--- src/rtl/dense_row_scheduler_pkg.sv ---
// Shared types and sizing helpers for the dense-layer row scheduler.
// Holds the state encoding and the width of the index outputs.
package dense_row_scheduler_pkg;

  localparam int IDX_W = 32;

  typedef enum logic [2:0] {
    S_IDLE  = 3'd0,
    S_FWD   = 3'd1,
    S_DRAIN = 3'd2,
    S_BWD   = 3'd3,
    S_FIN   = 3'd4
  } state_e;

  // Counter width for a bound n; a single-value counter still needs one bit.
  function automatic int cnt_w(input int n);
    return (n > 1) ? $clog2(n) : 1;
  endfunction

endpackage

--- src/rtl/dense_row_scheduler_if.sv ---
// Beat/control bundle between the scheduler and its controller and first pipeline stage.
// master = scheduler side, slave = controller / pipeline side.
interface dense_row_scheduler_if;

  logic                                       start;
  logic                                       train;
  logic                                       out_ready;
  logic                                       out_valid;
  logic [dense_row_scheduler_pkg::IDX_W-1:0]  w_layer_index;
  logic [dense_row_scheduler_pkg::IDX_W-1:0]  w_row_index;
  logic                                       is_update;
  logic                                       backprop_cost;
  logic                                       busy;
  logic                                       done;

  modport master (
    input  start, train, out_ready,
    output out_valid, w_layer_index, w_row_index, is_update, backprop_cost, busy, done
  );

  modport slave (
    output start, train, out_ready,
    input  out_valid, w_layer_index, w_row_index, is_update, backprop_cost, busy, done
  );

endinterface

--- src/rtl/dense_row_scheduler_row_layer_counter.sv ---
// Nested row/layer counter: rows always count up, layers count up or down per load.
// Zero latency on last flag; advances only on adv, holds otherwise (including at the last beat).
module dense_row_scheduler_row_layer_counter
  import dense_row_scheduler_pkg::*;
#(
  parameter int num_layers = 3,
  parameter int size       = 3,
  parameter int LW         = cnt_w(num_layers),
  parameter int RW         = cnt_w(size)
) (
  input  logic          clk,
  input  logic          reset,
  input  logic          load,
  input  logic          load_down,
  input  logic          adv,
  output logic [RW-1:0] row,
  output logic [LW-1:0] layer,
  output logic          last
);

  localparam logic [RW-1:0] ROW_MAX   = RW'(size - 1);
  localparam logic [LW-1:0] LAYER_MAX = LW'(num_layers - 1);

  logic [RW-1:0] row_q,   row_d;
  logic [LW-1:0] layer_q, layer_d;
  logic          down_q,  down_d;
  logic          row_end;
  logic [LW-1:0] layer_end;

  always_comb begin
    row_end   = (row_q == ROW_MAX);
    layer_end = down_q ? LW'(0) : LAYER_MAX;
    last      = row_end && (layer_q == layer_end);
  end

  always_comb begin
    row_d   = row_q;
    layer_d = layer_q;
    down_d  = down_q;
    if (load) begin
      row_d   = '0;
      down_d  = load_down;
      layer_d = load_down ? LAYER_MAX : LW'(0);
    end else if (adv && !last) begin
      if (row_end) begin
        row_d   = '0;
        layer_d = down_q ? (layer_q - LW'(1)) : (layer_q + LW'(1));
      end else begin
        row_d = row_q + RW'(1);
      end
    end
  end

  always_ff @(posedge clk) begin
    if (reset) begin
      row_q   <= '0;
      layer_q <= '0;
      down_q  <= 1'b0;
    end else begin
      row_q   <= row_d;
      layer_q <= layer_d;
      down_q  <= down_d;
    end
  end

  assign row   = row_q;
  assign layer = layer_q;

endmodule

--- src/rtl/dense_row_scheduler.sv ---
// Issues (layer,row) beats forward over all layers, drains, then optionally backward; done pulse at end.
// Beat outputs come straight from registers; on out_ready low every beat output holds.
module dense_row_scheduler
  import dense_row_scheduler_pkg::*;
#(
  parameter int num_layers   = 3,
  parameter int size         = 3,
  parameter int pipe_latency = 4
) (
  input  logic                  clk,
  input  logic                  reset,
  dense_row_scheduler_if.master bus
);

  localparam int LW = cnt_w(num_layers);
  localparam int RW = cnt_w(size);
  localparam int DW = cnt_w(pipe_latency);

  localparam logic [DW-1:0] DRAIN_LOAD = DW'(pipe_latency - 1);
  localparam logic [LW-1:0] COST_LAYER = LW'(num_layers - 1);

  state_e        state_q, state_d;
  logic          train_q, train_d;
  logic [DW-1:0] drain_q, drain_d;

  logic          cnt_load;
  logic          cnt_load_down;
  logic          xfer;
  logic          valid;
  logic          last;
  logic [RW-1:0] row;
  logic [LW-1:0] layer;

  dense_row_scheduler_row_layer_counter #(
    .num_layers (num_layers),
    .size       (size)
  ) u_counter (
    .clk       (clk),
    .reset     (reset),
    .load      (cnt_load),
    .load_down (cnt_load_down),
    .adv       (xfer),
    .row       (row),
    .layer     (layer),
    .last      (last)
  );

  assign valid = (state_q == S_FWD) || (state_q == S_BWD);
  assign xfer  = valid && bus.out_ready;

  always_comb begin
    state_d       = state_q;
    train_d       = train_q;
    drain_d       = drain_q;
    cnt_load      = 1'b0;
    cnt_load_down = 1'b0;
    case (state_q)
      S_IDLE: begin
        if (bus.start) begin
          state_d  = S_FWD;
          train_d  = bus.train;
          cnt_load = 1'b1;
        end
      end
      S_FWD: begin
        if (xfer && last) begin
          state_d = S_DRAIN;
          drain_d = DRAIN_LOAD;
        end
      end
      S_DRAIN: begin
        if (drain_q == '0) begin
          if (train_q) begin
            state_d       = S_BWD;
            cnt_load      = 1'b1;
            cnt_load_down = 1'b1;
          end else begin
            state_d = S_FIN;
          end
        end else begin
          drain_d = drain_q - DW'(1);
        end
      end
      S_BWD: begin
        // Clearing train here makes the second drain fall through to FIN.
        if (xfer && last) begin
          state_d = S_DRAIN;
          drain_d = DRAIN_LOAD;
          train_d = 1'b0;
        end
      end
      S_FIN: begin
        state_d = S_IDLE;
      end
      default: begin
        state_d = S_IDLE;
      end
    endcase
  end

  always_ff @(posedge clk) begin
    if (reset) begin
      state_q <= S_IDLE;
      train_q <= 1'b0;
      drain_q <= '0;
    end else begin
      state_q <= state_d;
      train_q <= train_d;
      drain_q <= drain_d;
    end
  end

  always_comb begin
    bus.out_valid     = valid;
    bus.w_layer_index = '0;
    bus.w_row_index   = '0;
    if (valid) begin
      bus.w_layer_index = {{(IDX_W - LW){1'b0}}, layer};
      bus.w_row_index   = {{(IDX_W - RW){1'b0}}, row};
    end
    bus.is_update     = (state_q == S_BWD);
    bus.backprop_cost = (state_q == S_BWD) && (layer == COST_LAYER);
    bus.busy          = (state_q != S_IDLE);
    bus.done          = (state_q == S_FIN);
  end

endmodule

--- src/flat_wrapper.sv ---
// flat-port wrapper written by rule: the top's interface ports become plain ports
module dense_row_scheduler_flat import dense_row_scheduler_pkg::*;
#(
  parameter int num_layers   = 3,
  parameter int size         = 3,
  parameter int pipe_latency = 4
)
  (clk, reset, bus_start, bus_train, bus_out_ready, bus_out_valid, bus_w_layer_index, bus_w_row_index, bus_is_update, bus_backprop_cost, bus_busy, bus_done);
  dense_row_scheduler_if bus_i ();
  input  logic clk;
  input  logic reset;
  input wire logic [$bits(bus_i.start)-1:0] bus_start;
  input wire logic [$bits(bus_i.train)-1:0] bus_train;
  input wire logic [$bits(bus_i.out_ready)-1:0] bus_out_ready;
  output wire logic [$bits(bus_i.out_valid)-1:0] bus_out_valid;
  output wire logic [$bits(bus_i.w_layer_index)-1:0] bus_w_layer_index;
  output wire logic [$bits(bus_i.w_row_index)-1:0] bus_w_row_index;
  output wire logic [$bits(bus_i.is_update)-1:0] bus_is_update;
  output wire logic [$bits(bus_i.backprop_cost)-1:0] bus_backprop_cost;
  output wire logic [$bits(bus_i.busy)-1:0] bus_busy;
  output wire logic [$bits(bus_i.done)-1:0] bus_done;
  assign bus_i.start = bus_start;
  assign bus_i.train = bus_train;
  assign bus_i.out_ready = bus_out_ready;
  assign bus_out_valid = bus_i.out_valid;
  assign bus_w_layer_index = bus_i.w_layer_index;
  assign bus_w_row_index = bus_i.w_row_index;
  assign bus_is_update = bus_i.is_update;
  assign bus_backprop_cost = bus_i.backprop_cost;
  assign bus_busy = bus_i.busy;
  assign bus_done = bus_i.done;
  dense_row_scheduler #(.num_layers(num_layers), .size(size), .pipe_latency(pipe_latency)) u_core (.clk(clk), .reset(reset), .bus(bus_i));
endmodule
--- config.mk ---
export PLATFORM = sky130hd
export DESIGN_NAME = dense_row_scheduler_flat
export DESIGN_NICKNAME = d
export VERILOG_FILES = /design/src/rtl/dense_row_scheduler_pkg.sv /design/src/rtl/dense_row_scheduler_if.sv /design/src/rtl/dense_row_scheduler_row_layer_counter.sv /design/src/rtl/dense_row_scheduler.sv /design/src/flat_wrapper.sv
export SDC_FILE = /design/constraint.sdc
export NUM_CORES = 1
export LEC_CHECK = 0
export BUFFER_PORTS_ARGS = -buffer_cell sky130_fd_sc_hd__buf_2
export CAP_MARGIN = 25
export CORE_ASPECT_RATIO = 0.8
export CORE_MARGIN = 8
export CORE_UTILIZATION = 45
export CTS_CLUSTER_SIZE = 12
export DETAILED_ROUTE_END_ITERATION = 16
export PLACE_DENSITY = 0.86
export SLEW_MARGIN = 20
export SYNTH_ARGS = -nofsm -noshare
export SYNTH_HDL_FRONTEND = slang
export SYNTH_SLANG_ARGS = --single-unit
--- constraint.sdc ---
create_clock -name clk -period 2.95 [get_ports clk]
set_input_delay 0.1475 -clock clk [delete_from_list [all_inputs] [get_ports clk]]
set_output_delay 0.1475 -clock clk [all_outputs]
set_load 0.02 [all_outputs]
==> results.py, run 1 <==
metrics = {
    "sta": {
        "hold_violations": 0,
        "finalCriticalPeriod_ps": 1630,
        "slew_headroom": 0.549,
        "fmax_mhz": 613,
        "setup_slack_ps": 1320,
        "period_share": 0.553,
        "slew_violations": 0,
        "skew_ps": 4.00,
        "setup_violations": 0,
        "final.setup.tns_ps": 0,
        "worstMarginPinSlew_ps": 668,
        "rsz0062_at_grt": "false",
    },
    "power_and_ir_drop": {
        "finalPower_uw": 356,
        "leakage_nw": 0.534,
        "powerDensity_mw_per_mm2": 366,
        "p_comb_frac": 0.273,
        "p_seq_frac": 0.437,
        "clockPowerShare": 0.289,
        "swShare": 0.392,
        "power.switching_uw": 139,
        "vdd_ir_drop_max_mv": 0.147,
        "internal-power_uw": 217,
    },
    "clocking": {
        "cts_tree": "yes",
        "cts-root-buf": "clkbuf_4",
        "holdBufCountCts": 0,
        "clock_sinks": 11,
        "cts.repair.resized": 0,
        "numCtsBuffers": 3,
        "cts_buffer_depth": 2,
        "cts_max_level": 1,
        "clk_pin_slew_ps": 70,
        "clkLatencyLatePin_ps": 270,
        "postCtsSetupBuffers": 0,
    },
    "finish": {
        "area_growth_syn_to_layout_pct": -10.9,
        "fin_util": 0.408,
        "drive_gt1_frac": 0.136,
        "antenna_cells": 0,
        "fin_nets": 155,
    },
    "run": {
        "maxCapViolations": 0,
    },
    "drt": {
        "post_drt_wl_per_cell_um": 11.2,
        "ant_nets": 0,
        "drt_first_iter_violations": 29,
        "wl_mm": 1.95,
        "highest-signal-layer": "met3",
        "wl_met1_um": 727,
        "wl_met3_um": 233,
        "vias": 716,
        "wl_met2_um": 989,
        "route.detailed.drc": 0,
        "viasPerCell": 4.11,
        "dr.pass1.iters": 2,
    },
    "floorplan": {
        "rows": 16,
        "die_h_um": 60.0,
        "fp.dieW_um": 71.1,
        "core-area_mm2": 0.00238,
        "initial_core_util": 0.458,
        "io_pins": 74,
        "die_area_mm2": 0.00427,
    },
    "synthesis": {
        "syn_avg_cell_area_um2": 8.14,
        "yosysSeqAreaShare": 0.202,
        "ys_ff_latch": 11,
        "synth_area_leaders": "buf_4, dfxtp_1, inv_1",
        "synth_top_area_cell": "buf_4",
        "syn-instance-count": 134,
        "yosys_warnings": 0,
        "synth.top_cell.area_share": 0.413,
        "ys_types": 37,
        "synth_area_mm2": 0.00109,
    },
    "global_routing": {
        "grt_util_all_layers": 0.0853,
        "grt_pass1_wl_mm": 2.87,
        "antenna_found_initial": 0,
        "overflow": 0,
        "grt_pass1_vias": 640,
        "grt_max_degree": 14,
    },
    "worst_setup_path": {
        "crit_type": "reg -> reg",
        "crit_required_ps": 3110,
        "rrSetupSlack_ps": 1320,
        "worstPathMaxFanout": 4,
        "startpoint_type": "register",
        "worstPathArrival_ps": 1790,
        "critPathCaptureType": "register",
    },
    "place": {
        "finalWeightedCongestion": 0.826,
        "dp_slack_ps": 1330,
        "dp_hpwl_mm": 1.67,
        "portBuffers": 13,
    },
    "run_status": {
        "outcome": "finished, final reports clean",
    },
    "worst_hold_path": {
        "min_path_type": "in -> reg",
    },
}
[layer usage]
| metal | up-vias | global-route usage |
|---|---|---|
| met5 | - | 0 |
| met4 | 0 | 0.0147 |
| met3 | 0 | 0.0570 |
| met2 | 38 | 0.148 |
| met1 | 322 | 0.0852 |
| li1 | 356 | - |
[power by group through the flow]
stage / registers (mW) / logic (mW) / clock network [mW]
after global routing: 0.157 / 0.105 / 0.117
final: 0.156 / 0.0973 / 0.103
after global placement: 0.159 / 0.0933 / 0
after floorplan: 0.156 / 0.148 / 0
after detailed placement: 0.159 / 0.0938 / 0
after CTS: 0.156 / 0.0938 / 0.108
[layout by cell type, fill, tap and decap left out, drive strengths merged]
cell / Yosys / routed
nor2: 1 / 1
xor2: 1 / 1
nand3b: 3 / 3
nor2b: 2 / 2
o21a: 1 / 1
a31o: 1 / 1
nand3: 1 / 1
or4b: 1 / 1
o311ai: 1 / 1
o311a: 1 / 1
ha: 2 / 2
or3: 4 / 4
and2b: 1 / 1
nand2: 3 / 3
nor4b: 1 / 1
o21ai: 3 / 3
nor3b: 2 / 2
nor4: 1 / 1
clkbuf: 0 / 4
inv: 7 / 7
and4b: 1 / 1
a2111oi: 1 / 1
buf: 63 / 13
dfxtp: 11 / 11
a21o: 1 / 1
nand2b: 2 / 2
or3b: 2 / 2
a21oi: 5 / 5
a311oi: 1 / 1
and2: 5 / 5
nor3: 1 / 1
a211oi: 1 / 1
conb: 1 / 60
and3: 1 / 1
a221oi: 1 / 1
[per-stage QoR]
stage | hold slack [ps] | instances | instance area, um^2
after floorplan | 220 | 193 | 1310
after global placement | 421 | 170 | 946
after detailed placement | 426 | 170 | 946
after CTS | 134 | 174 | 972
after global routing | 136 | 174 | 972
final | 136 | 174 | 972
[cells in the mapped netlist, drive strengths merged]
cell and n:
buf 63, dfxtp 11, inv 7, a21oi 5, and2 5, or3 4
nand2 3, nand3b 3, o21ai 3, ha 2, nand2b 2, nor2b 2
nor3b 2, or3b 2, a2111oi 1, a211oi 1, a21o 1, a221oi 1
a311oi 1, a31o 1, and2b 1, and3 1, and4b 1, conb 1
nand3 1, nor2 1, nor3 1, nor4 1, nor4b 1, o21a 1
o311a 1, o311ai 1, or4b 1, xor2 1
[flip-flops by register name (all words and copies together), names as in the netlist]
| register | cells |
|---|---|
| u_core.u_counter.down_q | 1 |
| u_core.drain_q | 2 |
| u_core.state_q | 3 |
| u_core.u_counter.row | 2 |
| u_core.u_counter.layer | 2 |
| u_core.train_q | 1 |
[critical path, cell delays in order (launching register included)]
cell     delay [ps]
dfxtp_1         340
xor2_1          150
ha_1            220
or3b_4          390
or3_1           320
o311a_1         110
[cell families after synthesis]
kind of cell | synth area share
buffers and inverters | 0.451
other | 0.00344
AND/OR/NAND/NOR | 0.206
flip-flops | 0.202
XOR/XNOR | 0.00803
AO/OA/AOI/OAI | 0.107
adder cells (fa/ha/maj) | 0.0229
[final timing paths]
kind	cells past startpoint	from	to
min reg2reg	2	u_core.drain_q[0]	u_core.drain_q[0]
min	2	reset	u_core.state_q[1]
max reg2reg	5	u_core.u_counter.layer[1]	u_core.u_counter.layer[1]
max	5	u_core.u_counter.layer[1]	u_core.u_counter.layer[1]
[area by class of cell]
| cell class | instances | area [um^2] |
|---|---|---|
| timing repair buffer | 13 | 65.1 |
| sequential | 11 | 220 |
| inverter | 7 | 26.3 |
| fill | 259 | 1410 |
| multi-input combinational | 112 | 601 |
| tap | 27 | 33.8 |
| clock buffer | 4 | 26.3 |
Note: power is estimated with default switching activity, not from simulation.
==> run 2, diff against run 1 <==
CORE_UTILIZATION = 37   (was 45)
PLACE_DENSITY = 0.75   (was 0.86)
clock period = 1.31 ns   (was 2.95 ns; I/O delays follow)
==> results.py, run 2 (synthesized netlist as in run 1, its figures left out) <==
metrics = {
    "sta": {
        "finalCriticalPeriod_ps": 1550,
        "hold_violations": 0,
        "whs_ps": 108,
        "period_share": 1.19,
        "setup_slack_ps": -245,
        "setup_violations": 11,
        "skew_ps": 3.37,
        "slew_violations": 0,
        "fmax_mhz": 643,
        "rsz0062_at_grt": "true",
        "final.setup.tns_ps": -1330,
    },
    "global_routing": {
        "grt_pass1_vias": 749,
        "antenna_found_initial": 0,
        "overflow": 0,
        "grt_pass1_wl_mm": 3.58,
        "grt_max_degree": 12,
        "grt_util_all_layers": 0.0893,
    },
    "drt": {
        "vias": 803,
        "viasPerCell": 3.88,
        "drt_first_iter_violations": 54,
        "ant_nets": 0,
        "post_drt_wl_per_cell_um": 12.2,
        "wl_mm": 2.52,
        "route.detailed.drc": 0,
        "dr.pass1.iters": 4,
    },
    "clocking": {
        "cts_max_level": 1,
        "cts-root-buf": "clkbuf_8",
        "numCtsBuffers": 3,
        "clk_pin_slew_ps": 50,
        "cts_tree": "yes",
        "clock_sinks": 11,
        "holdBufCountCts": 0,
        "cts_buffer_depth": 2,
        "clkLatencyLatePin_ps": 240,
    },
    "finish": {
        "antenna_cells": 0,
        "fin_util": 0.479,
        "largest_reg_flops": 3,
        "final_cell_mix": "conb_1, buf_4, buf_6",
        "final-instance-count-excl-fill": 207,
        "area_growth_syn_to_layout_pct": 22.2,
        "layout_commonest_cell": "conb_1",
        "design_area_mm2": 0.00133,
        "fill_cells": 277,
        "regMostFlops": "u_core.state_q",
        "fin_nets": 177,
        "regArea_um2": 224,
        "multi_input_area_um2": 711,
        "drive_gt1_frac": 0.373,
    },
    "worst_setup_path": {
        "worstPathMaxFanout": 4,
        "crit_type": "reg -> reg",
        "critPathSlowestCell": "or3b_4",
        "crit_family": "simple AND/OR/NAND/NOR gates",
        "critPathMaxStageDelay_ps": 380,
        "r2r_start": "u_core.u_counter.down_q",
        "crit_chain": "xor2_1 > ha_2 > or3b_4 > or3_1 > o311a_1",
        "cp_num_buf_inv": 0,
        "startpoint_type": "register",
        "ff2ff_path_depth": 5,
        "rrSetupSlack_ps": -240,
        "critPathCaptureType": "register",
        "crit_required_ps": 1440,
        "r2r_end": "u_core.u_counter.layer[1]",
        "worstPathArrival_ps": 1680,
    },
    "run_status": {
        "violations": "negative setup slack",
        "outcome": "finished, violations left",
    },
    "power_and_ir_drop": {
        "finalPower_uw": 982,
        "leakage_nw": 0.676,
        "powerDensity_mw_per_mm2": 736,
        "vdd_ir_drop_max_mv": 0.357,
    },
    "floorplan": {
        "die_area_mm2": 0.00495,
        "core-area_mm2": 0.00279,
        "die_h_um": 64.6,
        "rows": 17,
        "io_pins": 74,
        "initial_core_util": 0.392,
        "fp.dieW_um": 76.7,
    },
    "place": {
        "portBuffers": 13,
        "place_inst": 193,
        "placed_area_mm2": 0.00105,
        "finalWeightedCongestion": 0.848,
        "dp_slack_ps": -248,
        "dp_hpwl_mm": 1.81,
    },
    "run": {
        "maxCapViolations": 0,
    },
    "worst_hold_path": {
        "hold_path_end": "u_core.state_q[0]",
        "holdPathStages": 2,
        "min_path_type": "in -> reg",
        "worstHoldStart": "reset",
    },
}
run 2: cell count changes in the layout (fill, tap and decap cells not counted), sizes merged:
cell  delta
buf     +22
run 2: per-layer routing:
layer | vias to the layer above | track usage | routed length [um]
met5 | - | 0 | 0
met2 | 32 | 0.158 | 1350
li1 | 400 | - | -
met4 | 0 | 0.0431 | 36
met1 | 367 | 0.0778 | 908
met3 | 4 | 0.0592 | 233
run 2: repair_timing:
| action | CTS | global route |
|---|---|---|
| gates resized for setup | 15 | 29 |
| setup buffers | 2 | 6 |
| endpoints found under the setup margin | 14 | 16 |
| pin swaps | 1 | 8 |
| cloned | 0 | 2 |
run 2: final cells by class:
cell class / instances / share of cell area
clock buffer: 4 / 0.0338
tap: 38 / 0.0356
multi-input combinational: 112 / 0.533
sequential: 11 / 0.168
timing repair buffer: 35 / 0.210
inverter: 7 / 0.0197
run 2: how the worst max path moves through the flow:
stage                       startpoint                         to  slack [ps]  cells after the start
2_1_floorplan  u_core.u_counter.down_q  u_core.u_counter.layer[1]        -200                      5
3_3_place_gp   u_core.u_counter.down_q  u_core.u_counter.layer[1]        -220                      5
3_5_place_dp   u_core.u_counter.down_q          u_core.drain_q[1]        -250                      6
4_1_cts        u_core.u_counter.down_q  u_core.u_counter.layer[1]        -250                      5
5_1_grt        u_core.u_counter.down_q          u_core.state_q[0]        -310                      6
6_report       u_core.u_counter.down_q  u_core.u_counter.layer[1]        -240                      5
run 2: worst register-to-register path, stage by stage (launching register included):
cell	delay (ps)
dfxtp_2	320
xor2_1	160
ha_2	170
or3b_4	380
or3_1	310
o311a_1	110
run 2: power breakdown:
part	internal, mW	leakage [nW]	switching [mW]
clock	0.214	0.0228	0.133
sequential	0.341	0.0907	0.00533
combinational	0.0693	0.563	0.219
total	0.624	0.676	0.357
